`src/rtl/pwm_ramp_ctrl.sv`:
```
// PWM generator whose duty ramps toward a requested target one step every
// STEP_PERIODS PWM periods. Single +1/-1 steps may also be requested while idle.
// Duty only changes at a period boundary, so each value starts cleanly at cnt=0.
//
// Ports:
//   clk, rst     - clock, synchronous active-high reset
//   tgt_valid    - target request valid; tgt_ready - target accepted this cycle
//   tgt_duty     - requested target duty (clamped to DUTY_MAX)
//   inc_pulse    - request +1 step; dec_pulse - request -1 step
//   duty_cycle   - current duty (registered)
//   pwm_out      - PWM waveform; period_end - last cycle of each period
//   busy         - ramping or single step pending
//   done         - one-cycle pulse when a ramp (or no-op target) completes
//   err          - one-cycle pulse after accepting an out-of-range target
module pwm_ramp_ctrl #(
    parameter int unsigned PERIOD       = 10,
    parameter int unsigned DUTY_MAX     = 10,
    parameter int unsigned DUTY_INIT    = 5,
    parameter int unsigned STEP_PERIODS = 4
) (
    input  logic       clk,
    input  logic       rst,
    input  logic       tgt_valid,
    output logic       tgt_ready,
    input  logic [3:0] tgt_duty,
    input  logic       inc_pulse,
    input  logic       dec_pulse,
    output logic [3:0] duty_cycle,
    output logic       pwm_out,
    output logic       period_end,
    output logic       busy,
    output logic       done,
    output logic       err
);

    localparam int unsigned CW = 4;
    localparam int unsigned DW = 4;
    localparam int unsigned SW = 4;

    typedef enum logic {IDLE, RAMP} state_t;

    state_t          state, state_d;
    logic [CW-1:0]   cnt;
    logic [DW-1:0]   duty_d, target, target_d, clamped;
    logic [SW-1:0]   step_cnt, step_d;
    logic            pend_inc, pend_inc_d, pend_dec, pend_dec_d;
    logic            done_d, err_d;
    logic            pending, accept;

    // Period counter and waveform
    assign period_end = (cnt == CW'(PERIOD - 1));
    assign pwm_out    = (cnt < duty_cycle);

    always_ff @(posedge clk) begin
        if (rst || period_end) begin
            cnt <= '0;
        end else begin
            cnt <= cnt + CW'(1);
        end
    end

    // Handshake and status
    assign pending   = pend_inc | pend_dec;
    assign busy      = (state == RAMP) | pending;
    assign tgt_ready = (state == IDLE) & ~pending;
    assign accept    = tgt_valid & tgt_ready;
    assign clamped   = (tgt_duty > DW'(DUTY_MAX)) ? DW'(DUTY_MAX) : tgt_duty;

    // State and datapath registers
    always_ff @(posedge clk) begin
        if (rst) begin
            state      <= IDLE;
            duty_cycle <= DW'(DUTY_INIT);
            target     <= DW'(DUTY_INIT);
            step_cnt   <= '0;
            pend_inc   <= 1'b0;
            pend_dec   <= 1'b0;
            done       <= 1'b0;
            err        <= 1'b0;
        end else begin
            state      <= state_d;
            duty_cycle <= duty_d;
            target     <= target_d;
            step_cnt   <= step_d;
            pend_inc   <= pend_inc_d;
            pend_dec   <= pend_dec_d;
            done       <= done_d;
            err        <= err_d;
        end
    end

    // Next-state and datapath logic
    always_comb begin
        state_d    = state;
        duty_d     = duty_cycle;
        target_d   = target;
        step_d     = step_cnt;
        pend_inc_d = pend_inc;
        pend_dec_d = pend_dec;
        done_d     = 1'b0;
        err_d      = 1'b0;

        case (state)
            IDLE: begin
                if (accept) begin
                    // Target wins over same-cycle step pulses, which are dropped
                    target_d = clamped;
                    err_d    = (tgt_duty > DW'(DUTY_MAX));
                    if (clamped != duty_cycle) begin
                        state_d = RAMP;
                        step_d  = '0;
                    end else begin
                        done_d = 1'b1;
                    end
                end else if (pending) begin
                    // Apply the single step at the period boundary, saturating
                    if (period_end) begin
                        if (pend_inc && (duty_cycle != DW'(DUTY_MAX))) begin
                            duty_d = duty_cycle + DW'(1);
                        end
                        if (pend_dec && (duty_cycle != '0)) begin
                            duty_d = duty_cycle - DW'(1);
                        end
                        pend_inc_d = 1'b0;
                        pend_dec_d = 1'b0;
                    end
                end else if (inc_pulse ^ dec_pulse) begin
                    pend_inc_d = inc_pulse;
                    pend_dec_d = dec_pulse;
                end
            end
            RAMP: begin
                if (period_end) begin
                    if (step_cnt == SW'(STEP_PERIODS - 1)) begin
                        step_d = '0;
                        duty_d = (target > duty_cycle) ? duty_cycle + DW'(1)
                                                       : duty_cycle - DW'(1);
                        if (duty_d == target) begin
                            state_d = IDLE;
                            done_d  = 1'b1;
                        end
                    end else begin
                        step_d = step_cnt + SW'(1);
                    end
                end
            end
            default: state_d = IDLE;
        endcase
    end

endmodule

```
`config.mk`:
```
export PLATFORM = sky130hd
export DESIGN_NAME = pwm_ramp_ctrl
export DESIGN_NICKNAME = d
export VERILOG_FILES = /design/src/rtl/pwm_ramp_ctrl.sv
export SDC_FILE = /design/constraint.sdc
export NUM_CORES = 1
export LEC_CHECK = 0
export CAP_MARGIN = 20
export CORE_ASPECT_RATIO = 1.1
export CORE_MARGIN = 2
export CORE_UTILIZATION = 50
export CTS_CLUSTER_DIAMETER = 50
export CTS_CLUSTER_SIZE = 10
export DETAILED_ROUTE_END_ITERATION = 10
export DONT_BUFFER_PORTS = 1
export PLACE_DENSITY = 0.74
export SLEW_MARGIN = 20
export SYNTH_ARGS = -nofsm -noshare
export SYNTH_HDL_FRONTEND = slang
export SYNTH_SLANG_ARGS = --single-unit
```
`constraint.sdc`:
```
create_clock -name clk -period 5.3 [get_ports clk]
set_input_delay 1.59 -clock clk [delete_from_list [all_inputs] [get_ports clk]]
set_output_delay 1.59 -clock clk [all_outputs]
set_load 0.01 [all_outputs]
```
==> summary.md, run 1 <==
| Metric | Value |
|---|---|
| Crit end category | output port |
| Worst endpoint required time | 3.71 ns |
| CTS H-tree depth | 1 |
| Area grow syn2layout | 1.29% |
| Layout cells sized above 1 | 7.83% |
| GR Overflow Total | 0 |
| Leakage | 0.563 nW |
| Hold WS | 0.495 ns |
| Total GRT Usage | 20.1% |
| Critical path startpoint | duty_cycle[1]$_SDFFE_PP0P_ |
| Crit-path cells | inv_1 -> ha_1 -> o21ai_0 -> nand2b_1 -> a21o_1 -> a21oi_1 |
| Die Y-Extent | 60.7 um |
| Syn Nets | 190 |
| Clock skew | 0.0118 ns |
| Worst R2R End | state$_SDFF_PP0_ |
| CTS max path bufs | 2 |
| Synth Flop Type | dfxtp_1 |
| # diodes | 0 |
| Clk sinks | 21 |
| Cts bufs inserted | 3 |
| First-pass GRT wire length | 5.38 mm |
| Mapped Area | 1460 um^2 |
| RSZ-0062 raised after global routing | false |
| I/O pins | 19 |
| # hold bufs at CTS | 0 |
| Number of synthesized register bits | 21 |
| Maximum VDD drop | 136 uV |
| Antenna viol nets, final | 0 |
| Hold Crit Class | register to register |
| Final Wtd Congestion | 0.847 |
| Die area | 3370 um^2 |
| CP Launch Type | register |
| Total setup buffers inserted after CTS | 0 |
| Initial antenna violation count | 0 |
| CTS tree | done |
| Crit Path Max Fanout | 8 |
| Starting Density | 52.5% |
| Crit Reg-Reg Startpoint | duty_cycle[2]$_SDFFE_PP1P_ |
| DRC errors left | 0 |
| DR WL/cell | 15.2 um |
| Final core utilization | 53.2% |
| Period utilization | 65.8% |
| FMAX | 287 MHz |
| Cells after Synth | 168 |
| Final hold violation count | 0 |
| Status | complete, no violations |
| Final setup viols | 0 |
| FF-to-FF path depth | 8 |
| Worst-path clk slew | 0.12 ns |
| Synthesis Warnings | 0 |
| Sequential share of the synthesized area | 28.8% |
| Mapped Avg Cell Area | 8.68 um^2 |
| Worst Max-Slew Pin Slew | 0.641 ns |
| Placement row count | 20 |
| Via density per instance | 6.12 |
| Die extent in x | 55.5 um |
| Via count | 1217 |
| Final nets | 189 |
| Critical Path Slowest Stage Cell | dfxtp_1 |
| Clk root buf | clkbuf_4 |
| Crit path kind | register to output port |
| Largest net degree at the start of global routing | 22 |
| Iter 0 DRT Violations | 63 |
| Clk_lat worst skew | 0.31 ns |
| Netlist cell types | 47 |
| Setup TNS | 0 ns |
| DRT Wirelength | 3.03 mm |
| Core area | 2780 um^2 |
| Worst EP arrival | 1.90 ns |
| Post-synth EDFFs | 0 |
| R2R setup slack | 2.69 ns |
| Period minus WS final | 3.49 ns |
| Max_cap viols | 0 |
| Slowest cell delay on critical path | 0.54 ns |
| Pre-antenna DRT Iters | 4 |
| Port bufs | 0 |
| Ys async rst share | 0% |
| Worst setup path endpoint | pwm_out |
| Cts repair resizes | 0 |
| Vias in the first global route | 1240 |
| Slew headroom | 57.2% |
| Cell Pwr Density | 215 nW/um^2 |
| Slew Viols, Final | 0 |
| Placed wire-length estimate | 2.33 mm |
[routing by layer]
metal | vias up | global-route usage [%] | routed length, um | share of wire (%)
li1 | 601 | - | - | -
met1 | 569 | 23.3 | 1360 | 45
met2 | 38 | 37.2 | 1460 | 48
met3 | 9 | 2.56 | 139 | 4.6
met4 | 0 | 10.5 | 72 | 2.4
met5 | - | 0 | 0 | 0
[cells by family after synthesis]
group                      after synthesis  share of synthesized area [%]
and+or+nand+nor                         57                           22.9
AOI/OAI and AO/OA                       46                           19.3
DFF                                     21                           28.8
buffers and inverters                   14                           6.26
xor gates and xnor gates                13                           8.75
adders and majority gates               13                           11.1
muxes                                    4                           2.83
[cell usage in the layout (no fill, tap or decap), drive strengths merged, types with 2 or more instances in the layout]
cell type and count:
nand2b 2, nand2 8, a211o 3, mux2i 3
ha 13, nor3 8, dfxtp 21, xnor2 9
nand3 6, and3 2, inv 7, nor2 14
xor2 3, nor2b 3, a21oi 22, o21ai 11
a211oi 4, nor4 2, or3 3, nor3b 2
clkbuf 4
[through the flow]
stage | worst slack (ns) | instances | total power, W | cell area [um^2]
5_1_grt | 1.63 | 199 | 0.000338 | 1480
3_5_place_dp | 2.15 | 195 | 0.000245 | 1450
6_report | 1.81 | 199 | 0.000318 | 1480
3_3_place_gp | 2.21 | 195 | 0.000243 | 1450
2_1_floorplan | 2.29 | 168 | 0.000240 | 1460
4_1_cts | 1.80 | 199 | 0.000322 | 1480
[synth_stat cells (all sizes together), types with 2 or more instances]
cell type / count / share of area [%]
nand2b: 2 / 0.86
xor2: 3 / 1.8
a21oi: 22 / 8.1
nor3b: 2 / 1.0
ha: 13 / 11
mux2i: 3 / 2.1
or3: 3 / 1.3
buf: 4 / 2.8
nor4: 2 / 0.86
dfxtp: 21 / 29
nand2: 8 / 2.6
clkbuf: 2 / 0.51
o21ai: 11 / 3.8
nand3: 6 / 2.1
a211o: 3 / 1.8
inv: 7 / 1.8
and3: 2 / 1.2
xnor2: 9 / 5.4
nor2b: 3 / 1.3
nor3: 8 / 3.5
nor2: 14 / 4.1
a211oi: 4 / 2.1
[worst min-delay path by stage]
stage,startpoint,to,cells past startpoint
2_1_floorplan,target[0]$_SDFFE_PP1P_,target[0]$_SDFFE_PP1P_,1
3_3_place_gp,target[0]$_SDFFE_PP1P_,target[0]$_SDFFE_PP1P_,1
3_5_place_dp,target[0]$_SDFFE_PP1P_,target[0]$_SDFFE_PP1P_,1
4_1_cts,target[0]$_SDFFE_PP1P_,target[0]$_SDFFE_PP1P_,1
5_1_grt,target[3]$_SDFFE_PP0P_,target[3]$_SDFFE_PP0P_,2
6_report,target[0]$_SDFFE_PP1P_,target[0]$_SDFFE_PP1P_,1
[flip-flops by register name, indices dropped and copies added, names as in the netlist]
name / count
pend_inc: 1
pend_dec: 1
step_cnt: 4
target: 4
err: 1
cnt: 4
duty_cycle: 4
state: 1
done: 1
[critical path, delay by kind of cell (launching register included)]
family / cells / cell delay [ns]
flops: 1 / 0.54
compound gates: 3 / 0.49
fa+ha+maj: 1 / 0.31
buf+inv: 1 / 0.17
simple gates: 1 / 0.07
[cell type report]
cell class / instances / area [um^2]
Fill cell: 264 / 1300
Multi-Input combinational cell: 133 / 947
Sequential cell: 21 / 420
Inverter: 8 / 42.5
Tap cell: 33 / 41.3
Clock buffer: 4 / 26.3
[power by group]
group	internal (W)	switching [W]
registers	0.000165	0.0000120
clock network	0.0000294	0.0000462
logic	0.0000322	0.0000326
No activity file was read; power rests on OpenSTA's default activity.
==> run 2: changes to the inputs <==
==> constraint.sdc (replaced) <==
create_clock -name clk -period 3.26 [get_ports clk]
set_input_delay 0.978 -clock clk [delete_from_list [all_inputs] [get_ports clk]]
set_output_delay 0.978 -clock clk [all_outputs]
set_load 0.01 [all_outputs]
==> summary.md, run 2 (same netlist as run 1, synthesis figures left out) <==
| Metric | Value |
|---|---|
| Period utilization | 88.5% |
| Final setup viols | 0 (unchanged) |
| Worst slack, placed | 0.732 ns (-1.42 ns) |
| Slowest cell delay on critical path | 0.53 ns (about the same) |
| Die Y-Extent | 60.7 um (unchanged) |
| Placed instance area | 1450 um^2 (unchanged) |
| Final std cell area, no fill | 1480 um^2 (unchanged) |
| DR WL/cell | 14.9 um (-2.2%) |
| Crit Reg-Reg Startpoint | duty_cycle[1]$_SDFFE_PP0P_ |
| Layout cells sized above 1 | 7.83% (unchanged) |
| Top Family by Delay on Critical Path | flip-flops |
| Total GRT Usage | 19.6% (-0.59 points) |
| Via count | 1229 (+0.99%) |
| Pre-antenna DRT Iters | 4 (unchanged) |
| Cts repair resizes | 0 (unchanged) |
| CTS max path bufs | 2 (unchanged) |
| Iter 0 DRT Violations | 37 (-41%) |
| Commonest non-fill, non-tap cell in the layout | dfxtp_1 |
| Die extent in x | 55.5 um (unchanged) |
| Clock skew | 0.0123 ns (+0.000486 ns) |
| Status | complete, no violations |
| Initial antenna violation count | 0 (unchanged) |
| FF-to-FF path depth | 9 (+1) |
| Crit Path Max Fanout | 8 (unchanged) |
| CP Launch Type | register |
| CTS H-tree depth | 1 (unchanged) |
| Die area | 3370 um^2 (unchanged) |
| Worst R2R End | state$_SDFF_PP0_ |
| Crit path kind | register to output port |
| CTS tree | done |
| Clk_lat worst skew | 0.31 ns (about the same) |
| Fillers | 283 (+7.2%) |
| Total setup buffers inserted after CTS | 0 (unchanged) |
| Finished Layout Cells | 199 (unchanged) |
| Hold Crit Class | register to register |
| GR Overflow Total | 0 (unchanged) |
| Port bufs | 0 (unchanged) |
| Fin worst setup slack | 0.374 ns (-1.44 ns) |
| Starting Density | 52.5% (unchanged) |
| Setup TNS | 0 ns (unchanged) |
| R2R setup slack | 0.73 ns (-1.96 ns) |
| Final nets | 189 (unchanged) |
| Worst EP arrival | 1.91 ns (about the same) |
| I/O pins | 19 (unchanged) |
| Max_cap viols | 0 (unchanged) |
| Overall Power | 0.000521 W (+64%) |
| Placed cells | 195 (unchanged) |
| FMAX | 347 MHz |
| Cts bufs inserted | 3 (unchanged) |
| Final hold violation count | 0 (unchanged) |
| Leakage | 0.563 nW (unchanged) |
| Clk sinks | 21 (unchanged) |
| Area grow syn2layout | 1.29% (unchanged) |
| Worst-path clk slew | 0.12 ns (about the same) |
| Final Wtd Congestion | 0.892 (+5.3%) |
| # hold bufs at CTS | 0 (unchanged) |
| Hold path cells | 1 (unchanged) |
| Crit end category | output port |
| DRC errors left | 0 (unchanged) |
| DRT Wirelength | 2.97 mm (-2.2%) |
| Crit-path cells | inv_1 -> ha_1 -> o21ai_0 -> nand2b_1 -> a21o_1 -> a21oi_1 |
| Slew headroom | 54.4% (-2.8 points) |
| Worst Max-Slew Pin Slew | 0.684 ns (+0.0424 ns) |
| CP bufs+invs | 1 (unchanged) |
| Antenna viol nets, final | 0 (unchanged) |
| # diodes | 0 (unchanged) |
| RSZ-0062 raised after global routing | false |
| HP Start | target[0]$_SDFFE_PP1P_ |
| First-pass GRT wire length | 5.19 mm (-3.5%) |
| Critical Path Slowest Stage Cell | dfxtp_1 |
| Core area | 2780 um^2 (unchanged) |
| Most frequent cells in the layout | dfxtp_1, a21oi_1, nor2_1, ha_1, xnor2_1 |
| Placed wire-length estimate | 2.25 mm (-3.4%) |
| Via density per instance | 6.18 (+0.99%) |
| Vias in the first global route | 1206 (-2.7%) |
| Worst Hold End | target[0]$_SDFFE_PP1P_ |
| Cell Pwr Density | 352 nW/um^2 (+64%) |
| Period minus WS final | 2.89 ns |
| Placement row count | 20 (unchanged) |
| Largest net degree at the start of global routing | 22 (unchanged) |
| Maximum VDD drop | 235 uV (+73%) |
| Clk root buf | clkbuf_4 |
| Worst endpoint required time | 2.28 ns (-1.43 ns) |
| Slew Viols, Final | 0 (unchanged) |
## run 2: cell type report
cell class | count | area, um^2 | share of cell area [%]
Inverter | 8 | 42.5 | 2.88
Sequential cell | 21 | 420 | 28.5
Clock buffer | 4 | 26.3 | 1.78
Tap cell | 33 | 41.3 | 2.79
Multi-Input combinational cell | 133 | 947 | 64.1
## run 2: worst max path at each step
stage,start,to,slack (ns),cells past startpoint
floorplan,duty_cycle[1]$_SDFFE_PP0P_,pwm_out,0.87,6
global placement,duty_cycle[1]$_SDFFE_PP0P_,pwm_out,0.77,6
detailed placement,duty_cycle[1]$_SDFFE_PP0P_,pwm_out,0.73,6
CTS,duty_cycle[1]$_SDFFE_PP0P_,pwm_out,0.36,6
global route,duty_cycle[1]$_SDFFE_PP0P_,pwm_out,0.19,6
finish,duty_cycle[1]$_SDFFE_PP0P_,pwm_out,0.37,6
## run 2: metrics by stage
| stage | hold WS, ns | utilization (%) |
|---|---|---|
| 4_1_cts | 0.485 | 53.2 |
| 5_1_grt | 0.504 | 53.2 |
| 3_5_place_dp | 0.458 | 52.3 |
| 2_1_floorplan | 0.435 | - |
| 6_report | 0.488 | 53.2 |
| 3_3_place_gp | 0.450 | 52.3 |
## run 2: power breakdown
| part | internal [W] | total [W] | switching (W) |
|---|---|---|---|
| Sequential | 0.000269 | 0.000289 | 0.0000201 |
| Combinational | 0.0000525 | 0.000106 | 0.0000537 |
| Clock | 0.0000478 | 0.000126 | 0.0000781 |
## run 2: metal layers
metal | wire length, um | global-route usage (%) | vias up
li1 | - | - | 606
met1 | 1360 | 23.6 | 583
met2 | 1400 | 34.4 | 31
met3 | 115 | 2.56 | 9
met4 | 90 | 11.1 | 0
met5 | 0 | 0 | -
